`src/rtl/branch_pkg.sv`:
```
// Shared types and defaults for the branch sequencer.
// Condition codes, FSM states and the flag bundle.
package branch_pkg;

  localparam int ADDR_W_DEF      = 32;
  localparam int CNT_W_DEF       = 16;
  localparam int LINK_OFFSET_DEF = 8;

  typedef enum logic [3:0] {
    COND_EQ = 4'd0,
    COND_NE = 4'd1,
    COND_CS = 4'd2,
    COND_CC = 4'd3,
    COND_MI = 4'd4,
    COND_PL = 4'd5,
    COND_VS = 4'd6,
    COND_VC = 4'd7,
    COND_AL = 4'd14,
    COND_NV = 4'd15
  } cond_t;

  typedef enum logic [1:0] {
    IDLE    = 2'd0,
    RESOLVE = 2'd1,
    DSLOT   = 2'd2
  } state_t;

  typedef struct packed {
    logic z;
    logic n;
    logic c;
    logic v;
  } flags_t;

endpackage

```
`src/rtl/cond_eval_unit.sv`:
```
// Combinational branch condition evaluator.
// Unlisted codes and NV never evaluate true.
module cond_eval_unit
  import branch_pkg::*;
(
  input  logic [3:0] cond,
  input  flags_t     flags,
  output logic       cond_eval
);

  // decode condition against committed flags
  always_comb begin
    cond_eval = 1'b0;
    case (cond)
      COND_EQ: cond_eval = flags.z;
      COND_NE: cond_eval = ~flags.z;
      COND_CS: cond_eval = flags.c;
      COND_CC: cond_eval = ~flags.c;
      COND_MI: cond_eval = flags.n;
      COND_PL: cond_eval = ~flags.n;
      COND_VS: cond_eval = flags.v;
      COND_VC: cond_eval = ~flags.v;
      COND_AL: cond_eval = 1'b1;
      default: cond_eval = 1'b0;
    endcase
  end

endmodule

```
`src/rtl/branch_sequencer.sv`:
```
// Branch sequencer: flag register, branch latch,
// one-cycle resolution, delay-slot guard, stats.
module branch_sequencer
  import branch_pkg::*;
#(
  parameter int ADDR_W      = ADDR_W_DEF,
  parameter int CNT_W       = CNT_W_DEF,
  parameter int LINK_OFFSET = LINK_OFFSET_DEF
) (
  input  logic              clk,
  input  logic              reset,
  input  logic              stall_in,
  input  logic              B_in,
  input  logic              BL_in,
  input  logic [3:0]        I_Cond_in,
  input  logic              flags_we_in,
  input  logic              Z_in,
  input  logic              N_in,
  input  logic              C_in,
  input  logic              V_in,
  input  logic [ADDR_W-1:0] pc_in,
  input  logic [ADDR_W-1:0] target_in,
  output logic              pc_sel_out,
  output logic [ADDR_W-1:0] target_out,
  output logic              flush_out,
  output logic              link_we_out,
  output logic [ADDR_W-1:0] link_addr_out,
  output logic              busy_out,
  output logic              ds_branch_err_out,
  output logic [CNT_W-1:0]  branch_cnt_out,
  output logic [CNT_W-1:0]  taken_cnt_out
);

  state_t            state_q;
  state_t            state_d;
  flags_t            flags_q;
  logic [3:0]        cond_q;
  logic              bl_q;
  logic [ADDR_W-1:0] target_q;
  logic [ADDR_W-1:0] link_q;
  logic [CNT_W-1:0]  branch_cnt_q;
  logic [CNT_W-1:0]  taken_cnt_q;

  logic br_req;
  logic taken;
  logic latch_en;
  logic cnt_br;
  logic cnt_tk;

  assign br_req = B_in | BL_in;

  cond_eval_unit u_cond (
    .cond      (cond_q),
    .flags     (flags_q),
    .cond_eval (taken)
  );

  // architectural flags, updated by EX in any state
  always_ff @(posedge clk) begin
    if (reset) begin
      flags_q <= '0;
    end else if (flags_we_in && !stall_in) begin
      flags_q <= '{z: Z_in, n: N_in, c: C_in, v: V_in};
    end
  end

  // FSM state register
  always_ff @(posedge clk) begin
    if (reset) begin
      state_q <= IDLE;
    end else begin
      state_q <= state_d;
    end
  end

  // next state and single-cycle strobes
  always_comb begin
    state_d           = state_q;
    latch_en          = 1'b0;
    cnt_br            = 1'b0;
    cnt_tk            = 1'b0;
    pc_sel_out        = 1'b0;
    flush_out         = 1'b0;
    link_we_out       = 1'b0;
    busy_out          = 1'b0;
    ds_branch_err_out = 1'b0;
    if (!reset) begin
      case (state_q)
        IDLE: begin
          if (br_req && !stall_in) begin
            latch_en = 1'b1;
            state_d  = RESOLVE;
          end
        end
        RESOLVE: begin
          busy_out = 1'b1;
          if (!stall_in) begin
            cnt_br = 1'b1;
            if (taken) begin
              cnt_tk      = 1'b1;
              pc_sel_out  = 1'b1;
              flush_out   = 1'b1;
              link_we_out = bl_q;
              state_d     = DSLOT;
            end else begin
              state_d = IDLE;
            end
          end
        end
        DSLOT: begin
          if (!stall_in) begin
            ds_branch_err_out = br_req;
            state_d           = IDLE;
          end
        end
        default: state_d = IDLE;
      endcase
    end
  end

  // capture the ID branch when accepted in IDLE
  always_ff @(posedge clk) begin
    if (reset) begin
      cond_q   <= '0;
      bl_q     <= 1'b0;
      target_q <= '0;
      link_q   <= '0;
    end else if (latch_en) begin
      cond_q   <= I_Cond_in;
      bl_q     <= BL_in;
      target_q <= target_in;
      link_q   <= pc_in + ADDR_W'(LINK_OFFSET);
    end
  end

  // wrapping branch and taken statistics
  always_ff @(posedge clk) begin
    if (reset) begin
      branch_cnt_q <= '0;
      taken_cnt_q  <= '0;
    end else begin
      if (cnt_br) branch_cnt_q <= branch_cnt_q + CNT_W'(1);
      if (cnt_tk) taken_cnt_q  <= taken_cnt_q + CNT_W'(1);
    end
  end

  assign target_out     = target_q;
  assign link_addr_out  = link_q;
  assign branch_cnt_out = branch_cnt_q;
  assign taken_cnt_out  = taken_cnt_q;

endmodule

```
`config.mk`:
```
export PLATFORM = sky130hd
export DESIGN_NAME = branch_sequencer
export DESIGN_NICKNAME = d
export VERILOG_FILES = /design/src/rtl/branch_pkg.sv /design/src/rtl/cond_eval_unit.sv /design/src/rtl/branch_sequencer.sv
export SDC_FILE = /design/constraint.sdc
export NUM_CORES = 1
export LEC_CHECK = 0
export ABC_AREA = 1
export BUFFER_PORTS_ARGS = -buffer_cell sky130_fd_sc_hd__buf_2
export CORE_MARGIN = 2
export CORE_UTILIZATION = 51
export DETAILED_ROUTE_END_ITERATION = 12
export PLACE_DENSITY = 0.83
export SLEW_MARGIN = 40
export SYNTH_ARGS = -nofsm -noshare
export SYNTH_HDL_FRONTEND = slang
export SYNTH_SLANG_ARGS = --single-unit
```
`constraint.sdc`:
```
create_clock -name clk -period 2.05 [get_ports clk]
set_input_delay 0.41 -clock clk [delete_from_list [all_inputs] [get_ports clk]]
set_output_delay 0.41 -clock clk [all_outputs]
set_load 0.1 [all_outputs]
```
==> impl_summary.md <==
STA
Once routing completed, OpenROAD measured the worst setup slack at -0.0716 ns. The normalized max-slew margin is 66.2%. Timing would allow up to 471 MHz. The tightest hold path in the finished design has a slack of 0.234 ns. The worst clock skew is ~0.0071 ns. Setup repair after global routing could not meet its margin everywhere. The final setup violation count is 3. The slew at the pin with the worst max-slew slack is 0.511 ns.

The clock period minus worst slack is between 2 and 2.5 ns. The hold violation count in the final report is 0. The max-slew violation count was 0. The final period utilization is 103%.

Run status
The run finished, with violations left. The final reports fail on setup timing.

Synthesis
Counting every net in the synthesized netlist gives 856. The synthesized design contains 0 enable-type register cells. Summed over all instances, the cell type with the most area after synthesis is sky130_fd_sc_hd__dfxtp_1. The part of the Yosys area used for sequential elements is around two fifths. After synthesis, the mean cell area works out to 6.87 sq um. The share of flip-flops with an asynchronous set or reset is 0%. The cell area after synthesis is between 5000 and 6000 sq um. For this run, the number of Yosys warnings is 0. The synthesized netlist cell count is 775. The netlist uses 36 different library cells.

By area the synthesized netlist is led by sky130_fd_sc_hd__dfxtp_1 40%, sky130_fd_sc_hd__nand2_1 11%, sky130_fd_sc_hd__nor2_1 10%. In the synthesized netlist the dominant register cell turns out to be sky130_fd_sc_hd__dfxtp_1. In this run the biggest area consumer among cell types represents 40.2% of the synthesized area. The total of flip-flops plus latches after synthesis is 107.

Setup path
On the worst path, the slowest cell contributes a delay of 0.39 ns. Counting both buffers and inverters, the worst setup path holds a total of 3. The worst setup path is captured at an output port. The cell class contributing the biggest share of worst-path delay is simple AND/OR/NAND/NOR gates.

The arrival time of data at the critical path endpoint is 1.71 ns. The worst setup path is launched from a flop. The required time of the critical path is ~1.6 ns. Walking the worst path, the cells encountered are inv_4, nor2_4, nand3_2, nand2_2, nor2_4, nand3_4, nand2_8, clkinvlp_4, buf_12. The slowest library cell on the worst path is sky130_fd_sc_hd__dfxtp_4.

In this run the worst path has a maximum fanout of 4. The most numerous cell type found on the critical path is sky130_fd_sc_hd__nor2_4. The setup path with the least slack is of type reg -> out.

Floorplan
The floorplan die area is 11300 sq um. In this run the count of I/O pins placed on the die edge is 179. The die is 106 um wide. In this run the standard cell core region covers between 10000 and 15000 sq um.

The starting utilization of the core area is 52.0%. The row count is 37. The floorplan die height is 106 um.

Drt
The number of remaining DRC errors is 0. The number of nets with antenna violations after routing is 0. The initial detailed-routing violation count is 250. In the routed layout, each cell is associated on average with a via count of 5.07.

For this run, the detailed router's first-pass iteration total came to 5. The detailed-route wire length is 14.2 mm. The number of vias in the routed layout is 5536.

In the final routed layout, each cell accounts on average for 13.0 um.

Global route
The via count of the first global-routing pass is 4919. The global-route wire length before repair is 22.4 mm. In the global route stage, met3 resource usage came out at 4.54%. The largest net degree at the start of global routing is 42.

The initial antenna violation count is 0. The met2 track demand over resource in global routing is 41.9%. The total global routing overflow is 0. In the global route stage, met1 resource usage came out at 30.2%. The aggregate global-route resource usage is 24.2%.

The global routing stage identified its most utilized layer as met2.

Placed design
Including well taps, the total number of placed cells is between 1000 and 1500. The total half-perimeter wirelength after legalization and detailed placement is around 11 mm. The routability-driven placement congestion ratio is 0.970. During placement, the flow inserted port buffers numbering approximately 180.

Once placement finished, the instance area stood at 6450 sq um.

Finish
The proportion of layout cells with a drive suffix above 1 is 28.5%. With fillers left out, the area of the finished cells amounts to just under 7000 sq um. From synthesis to final layout, the design area changed by 26.3%. At the end of the flow, the number of nets in the layout was roughly 1000. For this run, the number of standard cells in the final layout without fillers is 1091. The repair_antennas step left the layout with diodes totalling 0. The total of fill cells in the finished design is about 1000.

Pwr
The leakage dissipation is 3.24 nW. The worst-case IR drop observed on VDD is 0.544 mV. The power density of the placed cells is 766 nW/um^2.

Clocking
The hold-fix buffer count after cts is 0. The clock transition time at the flip-flop clock pins of the worst setup and hold paths is 0.11 ns. The clock tree synthesis step divided the H-tree into 3 levels. The clock net sink count is 107.

The clock reaches the later pin of the worst-skew pair after 0.39 ns. The clock passes through at most 2 buffers. The root buffer cell chosen for the clock tree is sky130_fd_sc_hd__clkbuf_8. The number of CTS-inserted buffers is 9. TritonCTS built the clock tree.

Flow run
The tool flagged a number of max-cap violations equal to 0.

Min path
The path category of the worst min-delay check is in -> reg.
-- Yosys cell counts, types with 4 or more instances --
cell	n
sky130_fd_sc_hd__nand2_1	159
sky130_fd_sc_hd__nor2_1	142
sky130_fd_sc_hd__dfxtp_1	107
sky130_fd_sc_hd__inv_1	69
sky130_fd_sc_hd__o21ai_0	66
sky130_fd_sc_hd__nand3_1	65
sky130_fd_sc_hd__a21oi_1	31
sky130_fd_sc_hd__buf_2	14
sky130_fd_sc_hd__nor3_1	13
sky130_fd_sc_hd__clkbuf_1	12
sky130_fd_sc_hd__xor2_1	12
sky130_fd_sc_hd__nand4_1	10
sky130_fd_sc_hd__xnor2_1	10
sky130_fd_sc_hd__nand2_2	8
sky130_fd_sc_hd__a21oi_2	7
sky130_fd_sc_hd__nand3b_1	7
sky130_fd_sc_hd__nor2_2	6
sky130_fd_sc_hd__a211oi_1	4
sky130_fd_sc_hd__nor2_4	4
-- layout make-up --
type                            instances  area (sq um)  share of cell area [%]
Multi-Input combinational cell        565          2810                    41.7
Sequential cell                       107          2160                    32.2
Timing Repair Buffer                  195          1110                    16.4
Inverter                               72           279                    4.15
Tap cell                              136           170                    2.53
Clock buffer                           10           138                    2.05
Clock inverter                          6          65.1                   0.967
-- cells in the final DEF, fill, tap and decap left out, drive strengths merged, types with 4 or more instances in the layout --
master	n
nor2	152
o21ai	69
nand3	68
clkbuf	10
buf	195
nand3b	7
inv	75
a211oi	4
xor2	12
xnor2	10
nor3	14
dfxtp	107
a21oi	38
nand2	168
nand4	10
-- worst paths after layout --
path | startpoint | endpoint | slack (ns) | cells after the start
worst max-delay path | cond_q[1] | pc_sel_out | -0.07 | 9
worst max register to register | branch_cnt_out[1] | branch_cnt_out[12] | 0.40 | 8
worst min-delay path | target_in[15] | target_out[15] | 0.23 | 3
worst min register to register | link_addr_out[9] | link_addr_out[9] | 0.47 | 2
-- power breakdown --
group / switching [mW] / internal (mW) / total (mW)
logic: 1.25 / 0.294 / 1.54
registers: 0.0734 / 2.21 / 2.29
clock network: 0.810 / 0.514 / 1.32
total: 2.13 / 3.02 / 5.15
-- metrics by stage --
stage	setup slack [ns]	TNS [ns]	power, mW	util, %
floorplan	-0.114	-0.114	3.53	-
global placement	0.351	0	3.84	63.1
detailed placement	0.318	0	3.85	63.1
CTS	-0.0593	-0.137	5.15	65.1
global route	-0.153	-0.401	5.36	65.8
finish	-0.0716	-0.170	5.15	65.8
-- per-layer routing --
| layer | wire, um | vias to the layer above |
|---|---|---|
| met3 | 961 | 19 |
| met4 | 238 | 0 |
| li1 | - | 2841 |
| met1 | 5980 | 2497 |
| met5 | 0 | - |
| met2 | 7030 | 179 |
-- cell families after synthesis --
kind of cell | after synthesis | synth area share [%]
adder cells (fa/ha/maj) | 3 | 0.705
XOR/XNOR | 22 | 3.62
buffers and inverters | 103 | 8.25
flip-flops | 107 | 40.2
AO/OA/AOI/OAI | 120 | 12.5
AND/OR/NAND/NOR | 420 | 34.7
-- repair_timing --
| action | in CTS | in global routing |
|---|---|---|
| gates resized for setup | 3 | 15 |
| endpoints found under the setup margin | 3 | 3 |
| setup buffers | 0 | 2 |
| hold endpoints to repair | 0 | 0 |
| pin swaps | 5 | 5 |
-- state kept, by name, summed over array words and instances, names as in the netlist --
| name | flops |
|---|---|
| link_addr_out | 32 |
| taken_cnt_out | 16 |
| cond_q | 4 |
| bl_q | 1 |
| branch_cnt_out | 16 |
| target_out | 32 |
| state_q | 2 |
| flags_q | 4 |
-- worst min-delay path, stage by stage --
cell	delay [ns]
sky130_fd_sc_hd__buf_2	0.07
sky130_fd_sc_hd__nor2_1	0.03
sky130_fd_sc_hd__nor2_1	0.08
No activity file was read; power rests on OpenSTA's default activity.
